===== src/rtl/wave_oscillator_if.sv =====
// rtl/wave_oscillator_if.sv - Control and sample bus of one oscillator voice; duty exists only with PULSE_WIDTH_EN.
interface wave_oscillator_if #(
    parameter int OUT_WIDTH  = 8,
    parameter int FREQ_WIDTH = 8
);
    logic                  enable;
    logic [FREQ_WIDTH-1:0] frequency_control;
    logic [1:0]            mode;
`ifdef PULSE_WIDTH_EN
    logic [OUT_WIDTH-1:0]  duty;
`endif
    logic [OUT_WIDTH-1:0]  sample_out;
    logic                  sample_valid;
    logic                  wrap;

`ifdef PULSE_WIDTH_EN
    modport master (output enable, frequency_control, mode, duty,
                    input  sample_out, sample_valid, wrap);
    modport slave  (input  enable, frequency_control, mode, duty,
                    output sample_out, sample_valid, wrap);
`else
    modport master (output enable, frequency_control, mode,
                    input  sample_out, sample_valid, wrap);
    modport slave  (input  enable, frequency_control, mode,
                    output sample_out, sample_valid, wrap);
`endif
endinterface


===== src/rtl/wave_oscillator.sv =====
// rtl/wave_oscillator.sv - Phase-accumulator oscillator (saw/square/triangle/rev-saw); PULSE_WIDTH_EN adds a duty threshold.
module wave_oscillator #(
    parameter int OUT_WIDTH  = 8,
    parameter int ACC_WIDTH  = 16,
    parameter int FREQ_WIDTH = 8
) (
    input  logic            clk,
    input  logic            reset,
    wave_oscillator_if.slave bus
);
    logic [ACC_WIDTH-1:0] phase_q, phase_d;
    logic [OUT_WIDTH-1:0] sample_q, sample_d;
    logic                 valid_q, valid_d;
    logic                 wrap_q, wrap_d;

    logic [ACC_WIDTH:0]   sum;
    logic [OUT_WIDTH-1:0] p;
    logic [OUT_WIDTH:0]   t;
    logic [OUT_WIDTH-1:0] th;
    logic [OUT_WIDTH-1:0] wave;

    always_comb begin
        // One extra bit on the add captures the carry that drives wrap.
        sum = {1'b0, phase_q} + {{(ACC_WIDTH + 1 - FREQ_WIDTH){1'b0}}, bus.frequency_control};
        p   = phase_q[ACC_WIDTH-1 -: OUT_WIDTH];
        t   = phase_q[ACC_WIDTH-1 -: OUT_WIDTH+1];
`ifdef PULSE_WIDTH_EN
        th  = bus.duty;
`else
        th  = {1'b1, {(OUT_WIDTH-1){1'b0}}};
`endif
        case (bus.mode)
            2'b00:   wave = p;
            2'b01:   wave = (p < th) ? {OUT_WIDTH{1'b1}} : {OUT_WIDTH{1'b0}};
            2'b10:   wave = t[OUT_WIDTH] ? ~t[OUT_WIDTH-1:0] : t[OUT_WIDTH-1:0];
            default: wave = ~p;
        endcase

        phase_d  = phase_q;
        sample_d = sample_q;
        valid_d  = 1'b0;
        wrap_d   = 1'b0;
        if (bus.enable) begin
            phase_d  = sum[ACC_WIDTH-1:0];
            sample_d = wave;
            valid_d  = 1'b1;
            wrap_d   = sum[ACC_WIDTH];
        end
    end

    always_ff @(posedge clk) begin
        if (reset) begin
            phase_q  <= '0;
            sample_q <= '0;
            valid_q  <= 1'b0;
            wrap_q   <= 1'b0;
        end else begin
            phase_q  <= phase_d;
            sample_q <= sample_d;
            valid_q  <= valid_d;
            wrap_q   <= wrap_d;
        end
    end

    assign bus.sample_out   = sample_q;
    assign bus.sample_valid = valid_q;
    assign bus.wrap         = wrap_q;
endmodule

===== src/flat_wrapper.sv =====
// flat-port wrapper written by rule: the top's interface ports become plain ports
module wave_oscillator_flat 
#(
    parameter int OUT_WIDTH  = 8,
    parameter int ACC_WIDTH  = 16,
    parameter int FREQ_WIDTH = 8
)
  (clk, reset, bus_enable, bus_frequency_control, bus_mode, bus_sample_out, bus_sample_valid, bus_wrap);
  wave_oscillator_if #(.OUT_WIDTH(OUT_WIDTH), .FREQ_WIDTH(FREQ_WIDTH)) bus_i ();
  input  logic clk;
  input  logic reset;
  input wire logic [$bits(bus_i.enable)-1:0] bus_enable;
  input wire logic [$bits(bus_i.frequency_control)-1:0] bus_frequency_control;
  input wire logic [$bits(bus_i.mode)-1:0] bus_mode;
  output wire logic [$bits(bus_i.sample_out)-1:0] bus_sample_out;
  output wire logic [$bits(bus_i.sample_valid)-1:0] bus_sample_valid;
  output wire logic [$bits(bus_i.wrap)-1:0] bus_wrap;
  assign bus_i.enable = bus_enable;
  assign bus_i.frequency_control = bus_frequency_control;
  assign bus_i.mode = bus_mode;
  assign bus_sample_out = bus_i.sample_out;
  assign bus_sample_valid = bus_i.sample_valid;
  assign bus_wrap = bus_i.wrap;
  wave_oscillator #(.OUT_WIDTH(OUT_WIDTH), .ACC_WIDTH(ACC_WIDTH), .FREQ_WIDTH(FREQ_WIDTH)) u_core (.clk(clk), .reset(reset), .bus(bus_i));
endmodule

===== config.mk =====
export PLATFORM = sky130hd
export DESIGN_NAME = wave_oscillator_flat
export DESIGN_NICKNAME = d
export VERILOG_FILES = /design/src/rtl/wave_oscillator_if.sv /design/src/rtl/wave_oscillator.sv /design/src/flat_wrapper.sv
export SDC_FILE = /design/constraint.sdc
export NUM_CORES = 1
export LEC_CHECK = 0
export BUFFER_PORTS_ARGS = -buffer_cell sky130_fd_sc_hd__clkbuf_2
export CORE_ASPECT_RATIO = 2
export CORE_UTILIZATION = 57
export CTS_CLUSTER_SIZE = 24
export DETAILED_ROUTE_END_ITERATION = 8
export GPL_TIMING_DRIVEN = 0
export PLACE_DENSITY = 0.9
export SLEW_MARGIN = 40
export SYNTH_ARGS = -nofsm -noshare
export SYNTH_HDL_FRONTEND = slang
export SYNTH_SLANG_ARGS = --single-unit
export TNS_END_PERCENT = 20

===== constraint.sdc =====
create_clock -name clk -period 2.2 [get_ports clk]
set_input_delay 0.33 -clock clk [delete_from_list [all_inputs] [get_ports clk]]
set_output_delay 0.33 -clock clk [all_outputs]
set_load 0.02 [all_outputs]

Word level (Yosys, flattened, before mapping):

Cells that the tools add are included.

* register bits after elaboration: 26
* bits of input ports: 13
* output and inout port bits: 10
* word-level logic and storage cells: 17

* add/sub/neg operators: 1
* magnitude comparators: 1
* equal/unequal tests: 2
* mux-type cells: 4
* bitwise operators: 3
* reductions and logical operators: 2

Operators by type and width (count)
* 8-bit one-hot mux with 3 select lines: 1
* 16-bit by 8-bit adder with 17-bit output: 1
* 8-bit 2-to-1 mux: 2
* 8-bit inverter: 2
* 8-bit less-than comparator, second input constant: 1
* 2-bit by 1-bit equality test with 1-bit output, second input constant: 1
* 2-bit equality test, second input constant: 1
* 2-bit logical NOT: 1
* 2-bit OR reduction: 1
* 1-bit 2-to-1 mux: 1
* 1-bit inverter: 1

Logic depth before layout (Yosys ltp):

Gate-level depths: netlist of the first run.

* depth in word-level cells: 3
* depth in mapped cells: 6
* gate-level depth less buffers: 6

Worst setup path before layout of the first run:

Ideal clock, no wire load.

* kind: input -> register
* from: in bus_frequency_control[0]
* to: reg u_core.phase_q[14]
* library setup time: 0.121 ns
* arrival: 1.779 ns
* required time: 2.079 ns
* path slack: 0.300 ns
* cell stages on the path: 6
* path buffers: 0
* cell sequence: ha_1 fa_1 a211oi_1 o211a_1 nor3_1 mux2_2

* word-level cells in the longest chain between the ends: 1

Ends and longest elaborated chain
* start, declared: line flat_wrapper.sv:13 `input wire logic [$bits(bus_i.frequency_control)-1:0] bus_frequency_control;`
* 16-bit by 8-bit adder with 17-bit output: line wave_oscillator.sv:24 `sum = {1'b0, phase_q} + {{(ACC_WIDTH + 1 - FREQ_WIDTH){1'b0}}, bus.frequency_control};`
* end signal, assigned: line wave_oscillator.sv:58 `phase_q <= phase_d;`
* end, declared: line wave_oscillator.sv:11 `logic [ACC_WIDTH-1:0] phase_q, phase_d;`

No other way between the ends.
A chain may end at the register's enable or synchronous reset.

Worst setup path after layout of the first run:

* from: reg u_core.phase_q[1]
* to: reg u_core.phase_q[13]

* word-level cells in the longest chain between the ends: 1

Ends and longest elaborated chain (line)
* 16-bit by 8-bit adder with 17-bit output: wave_oscillator.sv:24

No other way between the ends.

==> results.json, run 1 <==
{
  "status": "complete, no violations",
  "cts_made_buffers": 3,
  "skew_ns": 0.00246,
  "crit_fanout": 3,
  "ctsResizeCount": 0,
  "grt_pass1_vias": 1652,
  "cellPowerDensity_nw_per_um2": 590,
  "yosysTopAreaCell": "dfxtp_1",
  "multi_input_area_sq_um": 1100,
  "start_util": 0.596,
  "finalCriticalPeriod_ns": 2.06,
  "ff_latch_area_sq_um": 520,
  "ys_ff_latch": 26,
  "synthesis.area_sq_um": 1750,
  "r2r_slack_ns": 0.14,
  "rows": 28,
  "yosysSeqAreaShare": 0.297,
  "arrival_ns": 2.23,
  "synthesis.nets": 236,
  "worstSetupStartpointType": "flop",
  "ys.flop_type": "dfxtp_1",
  "die_h_um": 80.4,
  "cts_sinks": 26,
  "grt_pass1_wl_mm": 6.84,
  "antenna_found_initial": 0,
  "crit_path_end": "u_core.phase_q[13]",
  "synthTopCellsByArea": "dfxtp_1, a211oi_1, ha_1",
  "drc": 0,
  "final.setup.worst_slack_ns": 0.136,
  "vdd_drop_max_v": 0.000416,
  "stdcell_count": 267,
  "core_area_sq_um": 2940,
  "wire_per_inst_um": 16.0,
  "period_share": 0.938,
  "clk_pin_slew_worst_paths_ns": 0.09,
  "clock_path_buffers": 2,
  "cts_root_buffer": "clkbuf_8",
  "die_area_sq_um": 3310,
  "grt_setup_unrepaired": "false",
  "first_pass_iters": 4,
  "preCtsSetupSlack_ns": 0.0140,
  "syn_avg_cell_area_sq_um": 8.23,
  "track_usage": 0.295,
  "setup_tns_ns": 0,
  "drive_above_1_share": 0.173,
  "routed_wl_mm": 4.28,
  "hp-class": "in -> reg",
  "cts_hold_buf": 0,
  "syn_inst": 213,
  "htreeDepth": 1,
  "routabilityCongestion": 0.965,
  "worst_skew_pair.late_latency_ns": 0.27,
  "reg2reg_from": "u_core.phase_q[1]",
  "maxSlewHeadroom": 0.666,
  "timing.fmax_mhz": 485,
  "finalPower_w": 0.00114,
  "vias": 1720,
  "num_io_pins": 23,
  "n_antenna_cell": 0,
  "worst_pin_slew_ns": 0.500,
  "synth_commonest_cells": "dfxtp_1, nor2_1, a211oi_1, a21oi_1",
  "vias_per_cell": 6.44,
  "r2r_cells": 5,
  "syn_to_final_growth_pct": 10.5,
  "cap_violations": 0,
  "setup_viol_count_final": 0,
  "cts_tree": "yes",
  "dp.cells": 264,
  "hold_ws_ns": 0.423,
  "place.port_buffers": 21,
  "fin_nets": 262,
  "reg2reg_to": "u_core.phase_q[13]",
  "slew_violations": 0,
  "drt_iter0_markers": 46,
  "path_class": "reg -> reg",
  "crit_path_end_kind": "flop",
  "cts_setup_buffers": 0,
  "finalHoldViolations": 0,
  "synth_top_area_share": 0.297,
  "synth_edf_count": 0,
  "grt_max_degree": 14,
  "crit_start": "u_core.phase_q[1]",
  "async_reset_ff_frac": 0,
  "ys_warn_count": 0,
  "cp.required_ns": 2.37,
  "detail-route-antenna-nets": 0,
  "synth.distinct_cells": 44,
  "dp_hpwl_mm": 3.16,
  "p_leak_nw": 0.766,
  "die_w_um": 41.2,
  "grt-ovfl-total": 0,
  "fillers": 257
}
kinds of logic after synthesis:
| logic type | share of synthesized area |
|---|---|
| XOR/XNOR | 0.0600 |
| flip-flops | 0.297 |
| buffers and inverters | 0.0749 |
| multiplexers | 0.0371 |
| AND/OR/NAND/NOR | 0.194 |
| adder cells (fa/ha/maj) | 0.0757 |
| AO/OA/AOI/OAI | 0.261 |
per-stage QoR:
step,instance area [sq um],util
after floorplan,1750,-
after CTS,1940,0.658
after global placement,1900,0.644
after global routing,1940,0.658
final,1940,0.658
after detailed placement,1900,0.644
power by group:
group	internal (W)	switching, W
Combinational	0.000138	0.000208
Sequential	0.000503	0.0000184
Clock	0.000123	0.000152
how the worst min path moves through the flow:
stage / slack, ns / depth (start not counted) / to / startpoint
floorplan: 0.46 / 2 / u_core.phase_q[3] / u_core.phase_q[3]
global placement: 0.45 / 2 / u_core.bus.sample_out[7] / u_core.bus.sample_out[7]
detailed placement: 0.46 / 2 / u_core.bus.sample_out[7] / u_core.bus.sample_out[7]
CTS: 0.43 / 4 / u_core.phase_q[0] / bus_frequency_control[0]
global route: 0.48 / 4 / u_core.phase_q[0] / bus_frequency_control[0]
finish: 0.42 / 4 / u_core.phase_q[0] / bus_frequency_control[0]
cells in the final DEF (no fill, tap or decap), types with 3 or more instances in the layout:
cell type   n
a211oi_1   18
a21oi_1    13
a31oi_1     8
buf_2       3
buf_4       3
clkbuf_1    9
clkbuf_2   21
clkbuf_8    6
dfxtp_1    26
ha_1        9
inv_1       4
mux2_2      4
nand2_1    10
nand2b_1   10
nand4_1     4
nor2_1     26
nor2b_1     5
o211ai_1    5
o21ai_0     8
o22ai_1     5
xnor2_1    10
registers in the layout (all words and copies together), names as in the netlist:
| name | count |
|---|---|
| u_core.phase_q | 16 |
| u_core.bus.sample_out | 8 |
| u_core.bus.sample_valid | 1 |
| u_core.bus.wrap | 1 |
layer usage:
layer / part of all wire / up-vias / global-route usage
met1: 0.36 / 800 / 0.279
met2: 0.53 / 67 / 0.497
li1: - / 823 / -
met5: 0 / - / 0
met4: 0.067 / 0 / 0.232
met3: 0.041 / 30 / 0.0552
critical path: stages, from the launching register on:
cell,delay (ns)
dfxtp_1,0.39
ha_1,0.27
a211oi_1,0.41
o21ai_0,0.26
a41oi_1,0.28
mux2_2,0.35
layout make-up:
cell class / instances / area share
buffer: 19 / 0.0601
sequential: 26 / 0.269
clock buffer: 3 / 0.0213
timing repair buffer: 21 / 0.0543
tap: 30 / 0.0194
multi-input combinational: 164 / 0.568
inverter: 4 / 0.00775
Note: power is estimated with default switching activity, not from simulation.
==> inputs of run 2 (changes only) <==
--- a/config.mk
+++ b/config.mk
@@ -7,2 +7,3 @@
 export LEC_CHECK = 0
+export ABC_AREA = 1
 export BUFFER_PORTS_ARGS = -buffer_cell sky130_fd_sc_hd__clkbuf_2
--- a/constraint.sdc
+++ b/constraint.sdc
@@ -3,2 +3,2 @@
 set_output_delay 0.33 -clock clk [all_outputs]
-set_load 0.02 [all_outputs]
+set_load 0.005 [all_outputs]
==> results.json, run 2 <==
{
  "status": "complete, no violations",
  "crit_fanout": 3,
  "grt_setup_unrepaired": "false",
  "drive_above_1_share": 0.185,
  "ctsResizeCount": 0,
  "worstSetupStartpointType": "flop",
  "synthesis.area_sq_um": 1760,
  "cellPowerDensity_nw_per_um2": 575,
  "wire_per_inst_um": 14.1,
  "core_area_sq_um": 2940,
  "grt_max_degree": 15,
  "period_share": 0.795,
  "worst_skew_pair.late_latency_ns": 0.28,
  "clk_pin_slew_worst_paths_ns": 0.09,
  "hold_ws_ns": 0.384,
  "pwr-share-comb": 0.260,
  "dp.cells": 318,
  "synthTopCellsByArea": "dfxtp_1, nand2_1, nand3_1",
  "yosysTopAreaCell": "dfxtp_1",
  "start_util": 0.598,
  "antenna_found_initial": 0,
  "clockPowerShare": 0.283,
  "synth_edf_count": 0,
  "n_antenna_cell": 0,
  "synth.most_common_cell": "nand2_1",
  "slew_violations": 0,
  "seq_power_share": 0.457,
  "p_leak_nw": 0.972,
  "place_area_sq_um": 1910,
  "detail-route-antenna-nets": 0,
  "cts_hold_buf": 0,
  "die_w_um": 41.3,
  "cap_violations": 0,
  "drc": 0,
  "setup_viol_count_final": 0,
  "p_switching_w": 0.000358,
  "rows": 28,
  "synthesis.nets": 289,
  "met1_length_mm": 1.69,
  "stdcell_count": 322,
  "yosysSeqAreaShare": 0.296,
  "track_usage": 0.312,
  "place.port_buffers": 22,
  "layout_commonest_cell": "nand2_1",
  "cts_sinks": 26,
  "highest_layer": "met4",
  "regMostFlops": "u_core.phase_q",
  "vias_per_cell": 5.79,
  "cts_setup_buffers": 0,
  "cts_made_buffers": 3,
  "first_pass_iters": 4,
  "synth_top_area_share": 0.296,
  "ys_ff_latch": 26,
  "met3WireLength_um": 119,
  "wl_met2_mm": 2.61,
  "largest_reg_flops": 16,
  "path_class": "reg -> reg",
  "timing.fmax_mhz": 572,
  "final_cell_mix": "nand2_1, nor2_1, nand3_1, dfxtp_1, clkbuf_2",
  "drt_iter0_markers": 68,
  "cts_root_buffer": "clkbuf_8",
  "routed_wl_mm": 4.55,
  "num_io_pins": 23,
  "die_area_sq_um": 3330,
  "maxSlewHeadroom": 0.690,
  "ys.flop_type": "dfxtp_1",
  "crit_path_end_kind": "flop",
  "htreeDepth": 1,
  "finalHoldViolations": 0,
  "p_sw_frac": 0.317,
  "grt_pass1_wl_mm": 7.15,
  "grt-ovfl-total": 0,
  "synth_commonest_cells": "nand2_1, nor2_1, nand3_1, dfxtp_1, a21oi_1",
  "vdd_drop_max_v": 0.000389,
  "r2r_cells": 9,
  "ys_warn_count": 0,
  "hp-class": "in -> reg",
  "die_h_um": 80.6,
  "setup_tns_ns": 0,
  "syn_to_final_growth_pct": 11.5,
  "whs_path_depth": 2,
  "power.internal_w": 0.000771,
  "dp_hpwl_mm": 3.47,
  "syn_avg_cell_area_sq_um": 6.62,
  "routabilityCongestion": 0.860,
  "async_reset_ff_frac": 0,
  "cp.required_ns": 2.39,
  "clock_path_buffers": 2,
  "syn_inst": 266,
  "synth.distinct_cells": 35,
  "arrival_ns": 1.94,
  "cts_tree": "yes",
  "grt_pass1_vias": 1742,
  "final_core_util": 0.667,
  "skew_ns": 0.00570,
  "worst_pin_slew_ns": 0.464,
  "finalCriticalPeriod_ns": 1.75,
  "fin_nets": 316,
  "vias": 1863,
  "design_area_sq_um": 1960
}
==> run 2: changes by cell type after synthesis, moves of 9 or more <==
cell and change:
nand2_1 +48, nand3_1 +27, a211oi_1 -18, inv_1 +15, a21oi_1 +10, nand2b_1 -10
clkbuf_1 -9, o21ai_0 +9
==> run 2: worst max-delay path, cell delays in order, from the launching register on <==
cell and delay [ns]:
dfxtp_1 0.32, ha_1 0.22, fa_1 0.45, nand2_1 0.12, nand3_2 0.09, nand3_1 0.14, a21o_1 0.13, nand3_1 0.07
nand2_1 0.08, inv_1 0.04
==> run 2: through the flow <==
step	setup WS, ns	power (W)
final	0.451	0.00113
after global routing	0.358	0.00118
after CTS	0.475	0.00113
after detailed placement	0.352	0.000814
after global placement	0.404	0.000804
after floorplan	0.643	0.000733
==> run 2: worst paths after layout <==
| check | startpoint | endpoint | slack, ns |
|---|---|---|---|
| worst max-delay path | u_core.phase_q[0] | u_core.phase_q[6] | 0.45 |
| worst min-delay path | reset | u_core.bus.sample_valid | 0.38 |
| worst max register to register | u_core.phase_q[0] | u_core.phase_q[6] | 0.45 |
| worst min register to register | u_core.phase_q[3] | u_core.phase_q[3] | 0.50 |
==> run 2: layout make-up <==
class                      instances  area, sq um
timing repair buffer              22          110
clock buffer                       4         55.1
tap                               30         37.5
multi-input combinational        203         1080
inverter                          25         93.8
fill                             276          980
sequential                        26          520
buffer                            12         66.3
==> run 2: power groups by stage <==
stage / logic, W / registers [W] / clock network [W]
after global placement: 0.000279 / 0.000524 / 0
after global routing: 0.000327 / 0.000520 / 0.000335
after detailed placement: 0.000288 / 0.000526 / 0
final: 0.000294 / 0.000515 / 0.000320
after CTS: 0.000291 / 0.000515 / 0.000321
after floorplan: 0.000209 / 0.000524 / 0
==> run 2: logic make-up after synthesis <==
kind of cell / after synthesis / share of synthesized area
AOI/OAI and AO/OA: 55 / 0.176
DFF: 26 / 0.296
xor gates and xnor gates: 3 / 0.0149
adders and majority gates: 10 / 0.0753
and+or+nand+nor: 135 / 0.347
buffers and inverters: 37 / 0.0910
==> run 2: routing by layer <==
| metal | vias up | track usage |
|---|---|---|
| met5 | - | 0 |
| met4 | 0 | 0.145 |
| met3 | 13 | 0.0166 |
| met2 | 50 | 0.597 |
| met1 | 858 | 0.295 |
| li1 | 942 | - |
